### src/rtl/instr_fetch_if.sv
// instr_fetch_if: bundles the instruction-ROM bus, the execute redirect
// request, the decode-side valid/ready handshake and the trap status of the
// fetch stage.
//   imem_addr / imem_rdata        : ROM word address out, instruction back
//   redirect_valid / redirect_pc  : PC reload request from execute
//   out_valid / out_ready         : decode handshake
//   out_instr / out_pc            : head instruction and its byte address
//   trap / trap_pc                : halted on misaligned redirect target
// master = fetch stage, slave = its environment (ROM + execute + decode).
interface instr_fetch_if #(
    parameter int unsigned AWIDTH = 8,
    parameter int unsigned DWIDTH = 32
);
    logic [AWIDTH-1:0] imem_addr;
    logic [DWIDTH-1:0] imem_rdata;
    logic              redirect_valid;
    logic [31:0]       redirect_pc;
    logic              out_valid;
    logic              out_ready;
    logic [DWIDTH-1:0] out_instr;
    logic [31:0]       out_pc;
    logic              trap;
    logic [31:0]       trap_pc;

    modport master (
        output imem_addr,
        input  imem_rdata,
        input  redirect_valid,
        input  redirect_pc,
        output out_valid,
        input  out_ready,
        output out_instr,
        output out_pc,
        output trap,
        output trap_pc
    );

    modport slave (
        input  imem_addr,
        output imem_rdata,
        output redirect_valid,
        output redirect_pc,
        input  out_valid,
        output out_ready,
        input  out_instr,
        input  out_pc,
        input  trap,
        input  trap_pc
    );
endinterface

### src/rtl/instr_fetch.sv
// instr_fetch: instruction fetch stage. Holds the PC, addresses the
// combinational instruction ROM, captures {pc, instr} into a 2-entry FIFO
// and presents the head to decode over valid/ready. Redirects from execute
// flush the FIFO and reload the PC; a misaligned target halts fetch (TRAP)
// until an aligned redirect or reset.
// Ports:
//   clk   : clock, rising edge
//   rst_n : asynchronous active-low reset
//   bus   : instr_fetch_if.master (ROM, redirect, decode handshake, trap)
module instr_fetch #(
    parameter int unsigned AWIDTH   = 8,
    parameter int unsigned DWIDTH   = 32,
    parameter logic [31:0] RESET_PC = 32'h0000_0000
) (
    input  logic              clk,
    input  logic              rst_n,
    instr_fetch_if.master     bus
);

    typedef enum logic {
        RUN  = 1'b0,
        TRAP = 1'b1
    } state_t;

    state_t            state_q, state_d;
    logic [31:0]       pc_q, pc_d;
    logic [1:0]        count_q, count_d;
    logic              head_q, head_d;
    logic [31:0]       trap_pc_q, trap_pc_d;
    logic [31:0]       buf_pc_q    [2];
    logic [DWIDTH-1:0] buf_instr_q [2];

    logic              push;
    logic              pop;
    logic              wr_idx;
    logic              out_valid;

    assign out_valid = (count_q != 2'd0);
    assign pop       = out_valid & bus.out_ready;
    assign push      = (state_q == RUN) & ~bus.redirect_valid
                     & ((count_q != 2'd2) | pop);
    // Tail slot: head when empty or full (full only pushes alongside a pop,
    // so the slot being freed is the one rewritten), the other slot otherwise.
    assign wr_idx    = head_q ^ count_q[0];

    always_comb begin
        state_d   = state_q;
        pc_d      = pc_q;
        count_d   = count_q;
        head_d    = head_q;
        trap_pc_d = trap_pc_q;

        if (bus.redirect_valid) begin
            // Redirect wins over push and pop; a same-cycle pop is flushed too.
            pc_d    = bus.redirect_pc;
            count_d = '0;
            if (bus.redirect_pc[1:0] != 2'b00) begin
                state_d   = TRAP;
                trap_pc_d = bus.redirect_pc;
            end else begin
                state_d   = RUN;
                trap_pc_d = '0;
            end
        end else begin
            if (push) begin
                pc_d = pc_q + 32'd4;
            end
            if (pop) begin
                head_d = ~head_q;
            end
            unique case ({push, pop})
                2'b10:   count_d = count_q + 2'd1;
                2'b01:   count_d = count_q - 2'd1;
                default: count_d = count_q;
            endcase
        end
    end

    always_ff @(posedge clk or negedge rst_n) begin
        if (!rst_n) begin
            state_q   <= RUN;
            pc_q      <= RESET_PC;
            count_q   <= '0;
            head_q    <= 1'b0;
            trap_pc_q <= '0;
        end else begin
            state_q   <= state_d;
            pc_q      <= pc_d;
            count_q   <= count_d;
            head_q    <= head_d;
            trap_pc_q <= trap_pc_d;
        end
    end

    always_ff @(posedge clk or negedge rst_n) begin
        if (!rst_n) begin
            for (int unsigned i = 0; i < 2; i++) begin
                buf_pc_q[i]    <= '0;
                buf_instr_q[i] <= '0;
            end
        end else if (push) begin
            buf_pc_q[wr_idx]    <= pc_q;
            buf_instr_q[wr_idx] <= bus.imem_rdata;
        end
    end

    assign bus.imem_addr = pc_q[AWIDTH+1:2];
    assign bus.out_valid = out_valid;
    assign bus.out_instr = out_valid ? buf_instr_q[head_q] : DWIDTH'(32'h0000_0013);
    assign bus.out_pc    = out_valid ? buf_pc_q[head_q] : 32'h0;
    assign bus.trap      = (state_q == TRAP);
    assign bus.trap_pc   = trap_pc_q;

endmodule

### src/flat_wrapper.sv
// flat-port wrapper written by rule: the top's interface ports become plain ports
module instr_fetch_flat 
#(
    parameter int unsigned AWIDTH   = 8,
    parameter int unsigned DWIDTH   = 32,
    parameter logic [31:0] RESET_PC = 32'h0000_0000
)
  (clk, rst_n, bus_imem_addr, bus_imem_rdata, bus_redirect_valid, bus_redirect_pc, bus_out_valid, bus_out_ready, bus_out_instr, bus_out_pc, bus_trap, bus_trap_pc);
  instr_fetch_if #(.AWIDTH(AWIDTH), .DWIDTH(DWIDTH)) bus_i ();
  input  logic clk;
  input  logic rst_n;
  output wire logic [$bits(bus_i.imem_addr)-1:0] bus_imem_addr;
  input wire logic [$bits(bus_i.imem_rdata)-1:0] bus_imem_rdata;
  input wire logic [$bits(bus_i.redirect_valid)-1:0] bus_redirect_valid;
  input wire logic [$bits(bus_i.redirect_pc)-1:0] bus_redirect_pc;
  output wire logic [$bits(bus_i.out_valid)-1:0] bus_out_valid;
  input wire logic [$bits(bus_i.out_ready)-1:0] bus_out_ready;
  output wire logic [$bits(bus_i.out_instr)-1:0] bus_out_instr;
  output wire logic [$bits(bus_i.out_pc)-1:0] bus_out_pc;
  output wire logic [$bits(bus_i.trap)-1:0] bus_trap;
  output wire logic [$bits(bus_i.trap_pc)-1:0] bus_trap_pc;
  assign bus_imem_addr = bus_i.imem_addr;
  assign bus_i.imem_rdata = bus_imem_rdata;
  assign bus_i.redirect_valid = bus_redirect_valid;
  assign bus_i.redirect_pc = bus_redirect_pc;
  assign bus_out_valid = bus_i.out_valid;
  assign bus_i.out_ready = bus_out_ready;
  assign bus_out_instr = bus_i.out_instr;
  assign bus_out_pc = bus_i.out_pc;
  assign bus_trap = bus_i.trap;
  assign bus_trap_pc = bus_i.trap_pc;
  instr_fetch #(.AWIDTH(AWIDTH), .DWIDTH(DWIDTH), .RESET_PC(RESET_PC)) u_core (.clk(clk), .rst_n(rst_n), .bus(bus_i));
endmodule
### config.mk
export PLATFORM = sky130hd
export DESIGN_NAME = instr_fetch_flat
export DESIGN_NICKNAME = d
export VERILOG_FILES = /design/src/rtl/instr_fetch_if.sv /design/src/rtl/instr_fetch.sv /design/src/flat_wrapper.sv
export SDC_FILE = /design/constraint.sdc
export NUM_CORES = 1
export LEC_CHECK = 0
export ABC_AREA = 0
export BUFFER_PORTS_ARGS = -buffer_cell sky130_fd_sc_hd__buf_2
export CORE_ASPECT_RATIO = 0.75
export CORE_MARGIN = 3
export CORE_UTILIZATION = 50
export DETAILED_ROUTE_END_ITERATION = 8
export PLACE_DENSITY = 0.77
export SLEW_MARGIN = 20
export SYNTH_ARGS = -nofsm -noshare
export SYNTH_HDL_FRONTEND = slang
export SYNTH_SLANG_ARGS = --single-unit
### constraint.sdc
create_clock -name clk -period 2.6 [get_ports clk]
set_clock_uncertainty 0.2 [all_clocks]
set_input_delay 0 -clock clk [delete_from_list [all_inputs] [get_ports clk]]
set_output_delay 0 -clock clk [all_outputs]
set_load 0.005 [all_outputs]
After elaboration in Yosys (flattened, before gate mapping)
Index checks and enable logic that the tools add are counted.

Register bits: 196. Latch bits: 0. Memory bits (writable): 0. ROM bits: 0. Input bits: 68. Output and inout bits: 106. Word-level logic and storage cells: 52. Memories: 0.

Add/sub/neg operators: 3. $mul: 0. Div/mod/pow operators: 0. Magnitude comparators: 3. Eq/ne operators: 3. Shifts and indexed selects: 0. Muxes and demuxes: 18. Bitwise logic cells: 10. Reduce and logical (&&, ||, !) cells: 6.

Operators by type and width (count): $mux W32 (12); $bwmux W64 (2); $add A32 B3 Y32 const B (1); $demux W32 S1 (1); $reduce_bool A2 Y1 (3); $ge A2 B2 Y1 const B (2); $not A1 Y2 (2); $pmux W2 S2 (1); $and A1 B1 Y1 (3); $not A1 Y1 (3); $reduce_bool A3 Y1 (1); $add A2 B1 Y2 const B (1); $eq A2 B1 Y1 const B (1); $eq A2 B2 Y1 const B (1); $lt A2 B1 Y1 const B (1); $mux W2 (1); $ne A2 B2 Y1 const B (1); $reduce_and A2 Y1 (1); $sub A2 B1 Y2 const B (1); $logic_and A1 B1 Y1 (1); $mux W1 (1); $or A1 B1 Y1 (1); $xor A1 B1 Y1 (1).

Depth between registers and ports, before layout
Gate-level depths: netlist of run 1.

Depth in word-level cells: 7. Depth in mapped cells: 8. Gate-level depth less buffers: 6.

Least setup slack after synthesis of run 1
OpenSTA, ideal clock, no wires.

Path type: register to register. Start: reg u_core.state_q (netlist: u_core.bus.trap). End: reg u_core.buf_instr_q[10] in the netlist's numbering. Setup time: 125 ps. Arrival: 1720 ps. Required time: 2275 ps. Path slack: 555 ps. Cell stages (with the launch flop): 7. Buffers on the path: 3. Period minus slack after synthesis: 2045 ps. Cells stage by stage: dfrtp_1 buf_2 or2_4 or3_1 buf_4 buf_6 mux2_4.

Word-level cells in the longest chain between the ends: 3.

Ends and longest elaborated chain: start, declared (line instr_fetch.sv:25) `state_t state_q, state_d;`; start signal, assigned (line instr_fetch.sv:87) `state_q <= state_d;`; $not A1 Y1 (line instr_fetch.sv:40) `assign push = (state_q == RUN) & ~bus.redirect_valid`; $and A1 B1 Y1 (line instr_fetch.sv:40); $and A1 B1 Y1 (line instr_fetch.sv:41) `& ((count_q != 2'd2) | pop);`; end signal, assigned by index (line instr_fetch.sv:103) `buf_instr_q[wr_idx] <= bus.imem_rdata;`; end, declared (line instr_fetch.sv:31) `logic [DWIDTH-1:0] buf_instr_q [2];`.

No other way between the ends. A chain may end at the register's enable or synchronous reset.

Worst setup path after layout of run 1
Start: reg u_core.pc_q[2]. End: reg u_core.pc_q[28].

Word-level cells in the longest chain between the ends: 3.

Ends and longest elaborated chain: start, declared (line instr_fetch.sv:26) `logic [31:0] pc_q, pc_d;`; start signal, assigned (line instr_fetch.sv:88) `pc_q <= pc_d;`; $add A32 B3 Y32 (line instr_fetch.sv:66) `pc_d = pc_q + 32'd4;`; $mux W32 (line instr_fetch.sv:65) `if (push) begin`; $mux W32 (line instr_fetch.sv:53) `if (bus.redirect_valid) begin`.

No other way between the ends. The select of a mux whose other input is x is not followed.

==> results of run 1 <==
==> worst max-delay path by stage <==
| stage | start | end | slack (ns) | cells past startpoint |
|---|---|---|---|---|
| finish | u_core.pc_q[2]$_DFFE_PN0P_ | u_core.pc_q[28]$_DFFE_PN0P_ | 0.29 | 6 |
| detailed placement | u_core.count_q[0]$_DFFE_PN0P_ | u_core.buf_instr_q[39]$_DFFE_PN0P_ | 0.33 | 5 |
| global placement | u_core.pc_q[2]$_DFFE_PN0P_ | u_core.pc_q[28]$_DFFE_PN0P_ | 0.39 | 6 |
| global route | u_core.pc_q[2]$_DFFE_PN0P_ | u_core.pc_q[28]$_DFFE_PN0P_ | 0.13 | 6 |
| CTS | u_core.count_q[0]$_DFFE_PN0P_ | u_core.buf_pc_q[58]$_DFFE_PN0P_ | 0.32 | 5 |
| floorplan | u_core.bus.trap$_DFFE_PN0P_ | u_core.buf_instr_q[10]$_DFFE_PN0P_ | 0.55 | 6 |
==> power breakdown <==
group	switching (W)	leakage [nW]	internal (W)	total, W
sequential	0.000676	2.40	0.00415	0.00482
combinational	0.00132	3.01	0.00187	0.00319
clock	0.00117	0.281	0.00151	0.00267
==> final cells by class <==
type                            instances  area, sq um  area share [%]
Sequential cell                       196         4910            42.2
Clock inverter                          9          118            1.01
Inverter                                9         33.8           0.290
Multi-Input combinational cell        490         3990            34.3
Clock buffer                           23          478            4.11
Timing Repair Buffer                  258         1810            15.6
Tap cell                              242          303            2.60
==> through the flow <==
stage | util [%] | hold slack, ns
3_3_place_gp | 57.9 | -0.139
3_5_place_dp | 57.9 | -0.141
4_1_cts | 65.2 | 0.126
5_1_grt | 65.2 | 0.141
6_report | 65.2 | 0.144
2_1_floorplan | - | -0.496
==> flip-flops by register name, summed over array words and instances, names as in the netlist <==
signal	flops
u_core.buf_pc_q	64
u_core.buf_instr_q	64
u_core.head_q	1
u_core.bus.trap	1
u_core.pc_q	32
u_core.bus.trap_pc	32
u_core.count_q	2
==> layout by cell type, fill, tap and decap left out, drive strengths merged, types with 12 or more instances in the layout <==
| cell | Yosys | routed |
|---|---|---|
| nor2 | 73 | 73 |
| o2bb2ai | 30 | 30 |
| o21ai | 31 | 31 |
| nand3 | 23 | 23 |
| nand2 | 62 | 62 |
| buf | 35 | 187 |
| mux2 | 118 | 118 |
| dlygate4sd3 | 0 | 70 |
| clkbuf | 21 | 24 |
| o211ai | 12 | 12 |
| mux2i | 66 | 66 |
| dfrtp | 196 | 196 |
==> cell families (layout without fill, tap and decap cells) <==
family	Yosys count	count (layout)	synth area share (%)
AO/OA/AOI/OAI	91	91	7.12
XOR/XNOR	11	11	1.04
adder cells (fa/ha/maj)	1	1	0.136
buffers and inverters	65	299	3.83
flip-flops	196	196	53.2
multiplexers	184	184	24.0
AND/OR/NAND/NOR	203	203	10.7
==> per-layer routing <==
layer,vias up,wire length [um],GRT usage (%),share of wire [%]
met4,0,162,5.60,0.71
met1,3451,10900,33.7,47
met3,17,1360,5.39,5.9
met5,-,0,0,0
li1,3115,-,-,-
met2,209,10500,36.2,46
==> tightest hold or removal path: stages <==
cell,delay [ns]
dlygate4sd3_1,0.52
buf_2,0.11
mux2_1,0.11
==> what timing repair did <==
action / 4_1_cts / 5_1_grt
endpoints found under the hold margin: 328 / 0
hold buffers: 70 / 0
endpoints found under the setup margin: 0 / 0
buffers inserted: 0 / 0
==> results by group, run 1 <==
Run status
  – Status: finished clean

Logic synthesis
  – Most common cell in the synthesized netlist: dfrtp_1
  – Yosys top cell area share: between 50% and 60%
  – Synthesized cell area: 9220 sq um
  – #FFs+latches synth: just under 200
  – Async SR Flop Fraction: 100%
  – Mapped Nets: 820
  – Commonest cells post-synth: dfrtp_1, nor2_1, mux2i_1
  – Synth warnings: 0
  – Area contributors post-synth: dfrtp_1, mux2_4, mux2i_1
  – Seq/Total Area, Yosys: 53.2%
  – Mean post-synth cell area: 12.3 sq um
  – Mapped Cells: 751
  – Primary FF master, synth: dfrtp_1
  – Synth area leader: dfrtp_1
  – Synth unique cells: 46
  – Post-synth EDFFs: 0

Power
  – Maximum vdd drop: between 0.0004 and 0.0005 V
  – Leak Pwr: approximately 5.7 nW
  – Power Total: 0.0107 W
  – Pwr Density: 918 nW/um^2

Floorplanning
  – Starting Density: 51.6%
  – Total Die Area: 20100 sq um
  – Die Y: roughly 120 um
  – Placeable Area: 17900 sq um
  – Row cnt: 42
  – Die width: 163 um
  – IO Count: approximately 170

Detailed routing
  – Drc violations: 0
  – DR WL/cell: 18.7 um
  – DRT antenna net count: 0
  – DR iter-0 viols: 478
  – Vias post-DR: slightly below 7000
  – Vias per cell: 5.54
  – DRT Pass-1 Iters: 6
  – Drt total wl: approximately 23000 um

Worst setup path
  – WS Path Type: reg -> reg
  – Slowest cell on the critical path: dfrtp_1
  – Startpoint types: flip-flop
  – Worst Setup End Kind: flip-flop
  – Most common cell on crit path: nand3_1
  – Required time of the critical path: 2.76 ns
  – R2R cell count: 6
  – Slowest Stage Delay on Critical Path: 0.47 ns
  – CP bufs+invs: 0
  – Crit-path cells: ha_1 > nand3_1 > nor3_4 > nand4_2 > or3_1 > nand3_1
  – RR Endpoint: u_core.pc_q[28]$_DFFE_PN0P_
  – Family with the most delay on the worst path: simple AND/OR/NAND/NOR gates
  – Crit path max fanout: 8
  – Setup slack, reg-to-reg: 0.29 ns
  – Reg-to-reg startpoint: u_core.pc_q[2]$_DFFE_PN0P_
  – CP Data Arrival Time: about 2.5 ns

STA
  – Max Clk Rate: 433 MHz
  – Setup TNS: 0 ns
  – Tmin final: 2.31 ns
  – Worst-margin pin slew: 0.610 ns
  – Max Slew Vio Count: 0
  – Final setup fails: 0
  – Final worst-path setup slack: 0.293 ns
  – Slew headroom: approximately 60%
  – Post-route clock period utilization: 88.7%
  – Unrepaired setup endpoints after global routing: no
  – Hold Vio Cnt, Final: 0

Cells and area
  – NumNets Final: 1041
  – Area delta synth->final: 26.2%
  – Layout cell share with drive strength beyond 1: 33.0%
  – Fillers: 1357
  – Finished Cell Area: 11600 sq um
  – # diodes: 0
  – Final cell count without fillers: 1227

Global route
  – Largest net degree at the start of global routing: between 70 and 80
  – GR Util All Layers: 23.3%
  – First-pass GRT wire length: 36600 um
  – GRT overflow: 0
  – Initial antenna violation count: 0
  – Number of global-route vias before repair: 6876

Place
  – Pre-CTS WS: 0.333 ns
  – I/O Buffers: around 170
  – Dpl cell area: 10300 sq um
  – Placed cells: 1125
  – Placed wire-length estimate: 14500 um
  – Routability congestion estimate: 0.810

Clock tree
  – Max Root-Sink Buffers: 2
  – Worst-path clk slew: 0.07 ns
  – Latest clock arrival within the worst-skew pair: 0.43 ns
  – Root Driver: clkbuf_16
  – Cts bufs inserted: 17
  – Clock sinks: 196
  – CTS resizes: 0
  – TritonCTS clock tree: yes
  – # H-tree levels: 4

Min path
  – HP Start: bus_imem_rdata[17]
  – HP Class: in -> reg
  – Hold path depth: 3
  – Hold Path End: u_core.buf_instr_q[49]$_DFFE_PN0P_

Run
  – Max Cap Viol: 0
Power figures use the tool's default switching activity.
==> run 2, diff against run 1 <==
CORE_UTILIZATION = 40   (was 50)
CTS_CLUSTER_DIAMETER = 30   (was default)
PLACE_DENSITY = 0.65   (was 0.77)
==> run 2 against run 1 <==
Against the previous run: sequential power barely moved; fmax rose by 2.9%; design area rose by 1.6%; count of clock-buffer cells in the layout fell by 5; first-iteration DRC count fell by 19%; sequential cell count did not move; critical path depth fell by 2; register-to-register slack improved by 0.06 ns; global-route usage fell by 4.3 points; sequential share of layout area fell by 0.65 points; worst setup slack improved by 0.065 ns; critical endpoint is now u_core.pc_q[23]$_DFFE_PN0P_.
==> results by group, run 2 (synthesized netlist as in run 1, its figures left out) <==
Worst setup path
  – Slowest Stage Delay on Critical Path: 0.63 ns (+0.16 ns)
  – Crit-path cells: nand4_2 > or4_4 > o311ai_1 > o311ai_1
  – Family with the most delay on the worst path: simple AND/OR/NAND/NOR gates
  – Startpoint types: flip-flop
  – Required time of the critical path: 2.70 ns (-0.06 ns)
  – CP Data Arrival Time: 2.34 ns (-0.12 ns)
  – Crit path max fanout: 7 (-1)
  – WS Path Type: reg -> reg
  – Slowest cell on the critical path: or4_4
  – Most common cell on crit path: o311ai_1
  – CP bufs+invs: 0 (unchanged)
  – Worst Setup End Kind: flip-flop

Cells and area
  – # diodes: 0 (unchanged)
  – NumNets Final: 1058 (+1.6%)
  – Area delta synth->final: 28.2%
  – Fillers: 1980 (+46%)
  – Layout cell share with drive strength beyond 1: 33.2% (+0.24 points)
  – Multi-input logic area: 3990 sq um (unchanged)
  – Finished Core Util: 52.9% (-12 points)
  – Most used cells in the layout excluding fill and tap cells: dfrtp_1, buf_2, dlygate4sd3_1
  – Most common cell after layout, fill and taps aside: dfrtp_1
  – Reg area: 4910 sq um (unchanged)
  – Finished Cell Area: 11800 sq um (+1.6%)
  – Largest regs: u_core.buf_instr_q x64, u_core.buf_pc_q x64

Clock tree
  – Max Root-Sink Buffers: 2 (unchanged)
  – TritonCTS clock tree: yes
  – Root Driver: clkbuf_16
  – # H-tree levels: 4 (unchanged)
  – Post-CTS Setup Bufs: 0 (unchanged)
  – Latest clock arrival within the worst-skew pair: 0.44 ns (about the same)
  – Clock sinks: 196 (unchanged)
  – Cts bufs inserted: 17 (unchanged)
  – Cts-stage hold buffer count: 82 (+17%)
  – Worst-path clk slew: 0.08 ns (about the same)
  – CTS resizes: 0 (unchanged)

Detailed routing
  – DRT antenna net count: 0 (unchanged)
  – Vias per cell: 5.17 (-6.6%)
  – DR iter-0 viols: 389 (-19%)
  – Drt total wl: 23400 um (+2.2%)
  – DR WL/cell: 18.1 um (-3.2%)
  – DRT Pass-1 Iters: 5 (-1)
  – Vias post-DR: 6701 (-1.3%)
  – Drc violations: 0 (unchanged)

STA
  – Unrepaired setup endpoints after global routing: no
  – Worst-margin pin slew: 0.667 ns (+0.0571 ns)
  – Final setup fails: 0 (unchanged)
  – Post-route clock period utilization: 86.2% (-2.5 points)
  – Setup TNS: 0 ns (unchanged)
  – Max Clk Rate: 446 MHz (+2.9%)
  – Hold_ws: 0.128 ns (-0.0160 ns)
  – Slew headroom: 55.5% (-3.8 points)
  – Max Slew Vio Count: 0 (unchanged)
  – Hold Vio Cnt, Final: 0 (unchanged)
  – Tmin final: 2.24 ns (-0.0647 ns)

Floorplanning
  – Die Y: 138 um (+11%)
  – IO Count: 174 (unchanged)
  – Row cnt: 47 (+12%)
  – Total Die Area: 24900 sq um (+24%)
  – Placeable Area: 22300 sq um (+25%)
  – Starting Density: 41.3% (-10 points)
  – Die width: 181 um (+11%)

Power
  – Net Switching: 0.00323 W (+1.9%)
  – Maximum vdd drop: 0.000522 V (+25%)
  – Internal Pwr Total: 0.00740 W (-1.7%)
  – Power Total: 0.0106 W (-0.63%)
  – Proportion of power drawn by the clock network: 24.7% (-0.3 points)
  – Pwr Density: 898 nW/um^2 (-2.2%)
  – Leak Pwr: 5.73 nW (+0.62%)
  – Switching power share of the total: 30.4% (+0.75 points)
  – Sequential cell fraction of total power: 45.2% (about the same)
  – Comb pwr share: 30.1% (+0.2 points)

Place
  – Placed wire-length estimate: 15100 um (+4.6%)
  – I/O Buffers: 173 (unchanged)
  – Routability congestion estimate: 0.777 (-4.1%)
  – Dpl cell area: 10400 sq um (+0.75%)

Global route
  – Largest net degree at the start of global routing: 80 (+6.7%)
  – GRT overflow: 0 (unchanged)
  – Number of global-route vias before repair: 6815 (-0.89%)
  – Initial antenna violation count: 0 (unchanged)
  – First-pass GRT wire length: 37500 um (+2.3%)
  – GR Util All Layers: 19.1% (-4.3 points)

Run
  – Max Cap Viol: 0 (unchanged)

Run status
  – Status: finished clean

Min path
  – HP Class: in -> reg
==> run 2: metal layers <==
metal | global-route usage [%] | vias to the layer above | part of all wire [%]
met2 | 28.9 | 176 | 44
li1 | - | 3157 | -
met5 | 0 | - | 0
met3 | 3.54 | 23 | 5.0
met4 | 5.07 | 0 | 1.2
met1 | 28.2 | 3345 | 49
==> run 2: path summary, 6_finish.rpt <==
kind | startpoint | cells past startpoint | slack (ns) | end
worst max-delay path | u_core.pc_q[7]$_DFFE_PN0P_ | 4 | 0.36 | u_core.pc_q[23]$_DFFE_PN0P_
worst max register to register | u_core.pc_q[7]$_DFFE_PN0P_ | 4 | 0.36 | u_core.pc_q[23]$_DFFE_PN0P_
min in group asynchronous | rst_n | 3 | 0.51 | u_core.buf_pc_q[55]$_DFFE_PN0P_
max in group asynchronous | rst_n | 4 | 0.74 | u_core.buf_pc_q[24]$_DFFE_PN0P_
worst min register to register | u_core.bus.trap_pc[30]$_DFFE_PN0P_ | 1 | 0.28 | u_core.bus.trap_pc[30]$_DFFE_PN0P_
worst min-delay path | bus_imem_rdata[14] | 3 | 0.13 | u_core.buf_instr_q[46]$_DFFE_PN0P_
==> run 2: power groups by stage <==
stage | sequential (W) | combinational (W) | clock, W
2_1_floorplan | 0.00463 | 0.00239 | 0
3_3_place_gp | 0.00480 | 0.00306 | 0
3_5_place_dp | 0.00482 | 0.00315 | 0
4_1_cts | 0.00479 | 0.00325 | 0.00269
5_1_grt | 0.00493 | 0.00352 | 0.00280
6_report | 0.00480 | 0.00320 | 0.00262
==> run 2: layout make-up <==
| class | instances | area share [%] |
|---|---|---|
| clock buffers | 18 | 3.71 |
| flip-flops and latches | 196 | 41.5 |
| inverters | 9 | 0.286 |
| clock inverters | 14 | 1.19 |
| repair buffers | 275 | 16.5 |
| well taps | 294 | 3.11 |
| multi-input cells | 490 | 33.7 |
==> run 2: per-stage QoR <==
step                worst slack (ns)  instances
floorplan                      0.555        751
global placement               0.407       1182
detailed placement             0.397       1182
CTS                            0.371       1296
global route                   0.244       1296
finish                         0.358       1296
==> run 2: worst min-delay path, delay by kind of cell <==
family	cells	cell delay, ns
buffers and inverters	2	0.62
multiplexers	1	0.11
==> run 3, diff against run 2 <==
CAP_MARGIN = 20   (was default)
CORE_UTILIZATION = 50   (was 40)
PLACE_DENSITY = 0.8   (was 0.65)
clock period = 1.8 ns   (was 2.6 ns; I/O delays follow)
==> run 3 against run 2 <==
Against the previous run: the run now ends with negative setup slack left; sequential power rose by 54%; sequential share of layout area fell by 7.2 points; register-to-register slack got worse by 0.61 ns; non-clock buffer count rose by 129; worst setup slack got worse by 0.66 ns; power rose by 80%; combinational power rose by 140%; highest routed layer unchanged.
==> results by group, run 3 (synthesized netlist as in run 1, its figures left out) <==
Global route
  – Number of global-route vias before repair: 8054 (+18%)
  – GR Util All Layers: 28.5% (+9.5 points)
  – Largest net degree at the start of global routing: 59 (-26%)
  – Met1 GRT Util: 37.2% (+9.0 points)
  – Grt met2 use: 48.4% (+19 points)
  – GRT overflow: 0 (unchanged)
  – First-pass GRT wire length: 44000 um (+17%)
  – Grt met3 use: 6.28% (+2.7 points)
  – GRT busiest layer: met2
  – Initial antenna violation count: 0 (unchanged)

Cells and area
  – Most common cell after layout, fill and taps aside: dfrtp_1
  – NumNets Final: 1188 (+12%)
  – Finished Cell Area: 14300 sq um (+21%)
  – Layout cell share with drive strength beyond 1: 50.9% (+18 points)
  – Final cell count without fillers: 1374 (+6.0%)
  – # diodes: 0 (unchanged)
  – Largest regs: u_core.buf_instr_q x64, u_core.buf_pc_q x64
  – Most used cells in the layout excluding fill and tap cells: dfrtp_1, buf_2, mux2_4
  – Area delta synth->final: 55.4%

STA
  – Post-route clock period utilization: 117%
  – Worst-margin pin slew: 0.586 ns (-0.0813 ns)
  – Tmin final: 2.10 ns
  – Slew headroom: 61.0% (+5.4 points)
  – Unrepaired setup endpoints after global routing: yes
  – Final worst-path setup slack: -0.300 ns (-0.658 ns)
  – Max Slew Vio Count: 0 (unchanged)
  – Max Clk Rate: 476 MHz
  – Hold Vio Cnt, Final: 0 (unchanged)
  – Final setup fails: 220 (+220)
  – Hold_ws: 0.0880 ns (-0.0402 ns)

Clock tree
  – Worst-path clk slew: 0.08 ns (about the same)
  – Root Driver: clkbuf_16
  – Cts bufs inserted: 17 (unchanged)
  – Latest clock arrival within the worst-skew pair: 0.45 ns (about the same)
  – # H-tree levels: 4 (unchanged)
  – Max Root-Sink Buffers: 2 (unchanged)
  – Clock sinks: 196 (unchanged)
  – TritonCTS clock tree: yes

Min path
  – Hold Path End: u_core.pc_q[26]$_DFFE_PN0P_
  – Hold path depth: 5 (+2)
  – HP Start: bus_redirect_valid
  – HP Class: in -> reg

Floorplanning
  – IO Count: 174 (unchanged)
  – Die width: 163 um (-10%)
  – Starting Density: 51.6% (+10 points)
  – Placeable Area: 17900 sq um (-20%)
  – Total Die Area: 20100 sq um (-19%)
  – Die Y: 124 um (-10%)
  – Row cnt: 42 (-11%)

Power
  – Maximum vdd drop: 0.000723 V (+38%)
  – Pwr Density: 1330 nW/um^2 (+48%)
  – Leak Pwr: 6.95 nW (+21%)

Run status
  – Status: finished with violations
  – Failing checks: negative setup slack

Detailed routing
  – DRT Pass-1 Iters: 5 (unchanged)
  – Drc violations: 0 (unchanged)
  – DRT antenna net count: 0 (unchanged)
  – Drt total wl: 33900 um (+45%)
  – Vias per cell: 5.98 (+16%)
  – DR iter-0 viols: 800 (+110%)
  – Vias post-DR: 8220 (+23%)
  – DR WL/cell: 24.6 um (+36%)

Place
  – I/O Buffers: 173 (unchanged)
  – Routability congestion estimate: 0.823 (+6.0%)
  – Placed wire-length estimate: 15700 um (+3.8%)
  – Dpl cell area: 10900 sq um (+5.0%)
  – Placed cells: 1184 (+0.17%)
  – Pre-CTS WS: -0.103 ns (-0.499 ns)

Worst setup path
  – Crit path max fanout: 5 (-2)
  – Reg-to-reg startpoint: u_core.count_q[0]$_DFFE_PN0P_
  – Slowest cell on the critical path: dfrtp_4
  – Worst Setup End Kind: primary output
  – Required time of the critical path: 1.60 ns (-1.10 ns)
  – WS Path Type: reg -> out
  – CP Data Arrival Time: 1.90 ns (-0.44 ns)
  – Setup slack, reg-to-reg: -0.25 ns (-0.61 ns)
  – Startpoint types: flip-flop
  – Crit-path cells: buf_12 > buf_12 > clkbuf_16 > mux2i_1 > nor2_1 > buf_2
  – RR Endpoint: u_core.buf_pc_q[30]$_DFFE_PN0P_
  – Most common cell on crit path: buf_12
  – Slowest Stage Delay on Critical Path: 0.52 ns (-0.11 ns)
  – R2R cell count: 5 (+1)

Run
  – Max Cap Viol: 0 (unchanged)
## run 3: cell types whose count changed in the layout (fill, tap and decap cells not counted), moves of 27 or more
cell     previous run  this run
mux2_4             59       118
buf_4              12        58
nor2_1             70        39
mux2_1             30         0
mux2_2             29         0
mux2i_1            66        39
## run 3: routing by layer
metal / share of wire, % / vias to the layer above
li1: - / 3405
met1: 40 / 4222
met2: 49 / 487
met3: 6.8 / 106
met4: 3.6 / 0
met5: 0 / -
## run 3: critical path: cells and delay by family (launching register included)
kind	cells	cell delay (ns)
flops	1	0.52
mux	1	0.21
buf+inv	4	0.61
simple gates	1	0.09
## run 3: what timing repair did
action | 4_1_cts | 5_1_grt
endpoints found under the hold margin | 328 | 1
hold buffers | 108 | 1
setup endpoints to repair | 186 | 231
resized for setup | 84 | 172
buffers inserted | 22 | 16
pin swaps | 20 | 59
cloned | 12 | 6
## run 3: metrics by stage
stage          util (%)  total power [W]  TNS, ns
2_1_floorplan         -           0.0105   -15.01
3_3_place_gp       61.3           0.0118    -4.01
3_5_place_dp       61.3           0.0121    -5.59
4_1_cts            75.8           0.0172   -23.62
5_1_grt            80.2           0.0197   -39.78
6_report           80.2           0.0191   -33.09
## run 3: worst max path at each step
stage                     slack, ns                            endpoint  depth (start not counted)                           from
after floorplan               -0.19  u_core.buf_instr_q[17]$_DFFE_PN0P_                          6    u_core.bus.trap$_DFFE_PN0P_
after global placement        -0.08          u_core.pc_q[7]$_DFFE_PN0P_                          6  u_core.count_q[0]$_DFFE_PN0P_
after detailed placement      -0.10   u_core.buf_instr_q[7]$_DFFE_PN0P_                          4      u_core.head_q$_DFFE_PN0P_
after CTS                     -0.18                      bus_out_pc[10]                          6      u_core.head_q$_DFFE_PN0P_
after global routing          -0.36                   bus_out_instr[17]                          6      u_core.head_q$_DFFE_PN0P_
final                         -0.30                   bus_out_instr[17]                          6      u_core.head_q$_DFFE_PN0P_
## run 3: final cells by class
cell class                 instances  area, sq um
inverter                           9         33.8
timing repair buffer             404         3580
sequential                       196         4920
clock inverter                    13          164
clock buffer                      19          453
fill                             906         3530
tap                              242          303
multi-input combinational        491         4880
## run 3: power breakdown
part	switching, W	internal [W]
Combinational	0.00306	0.00454
Clock	0.00192	0.00218
Sequential	0.00141	0.00600
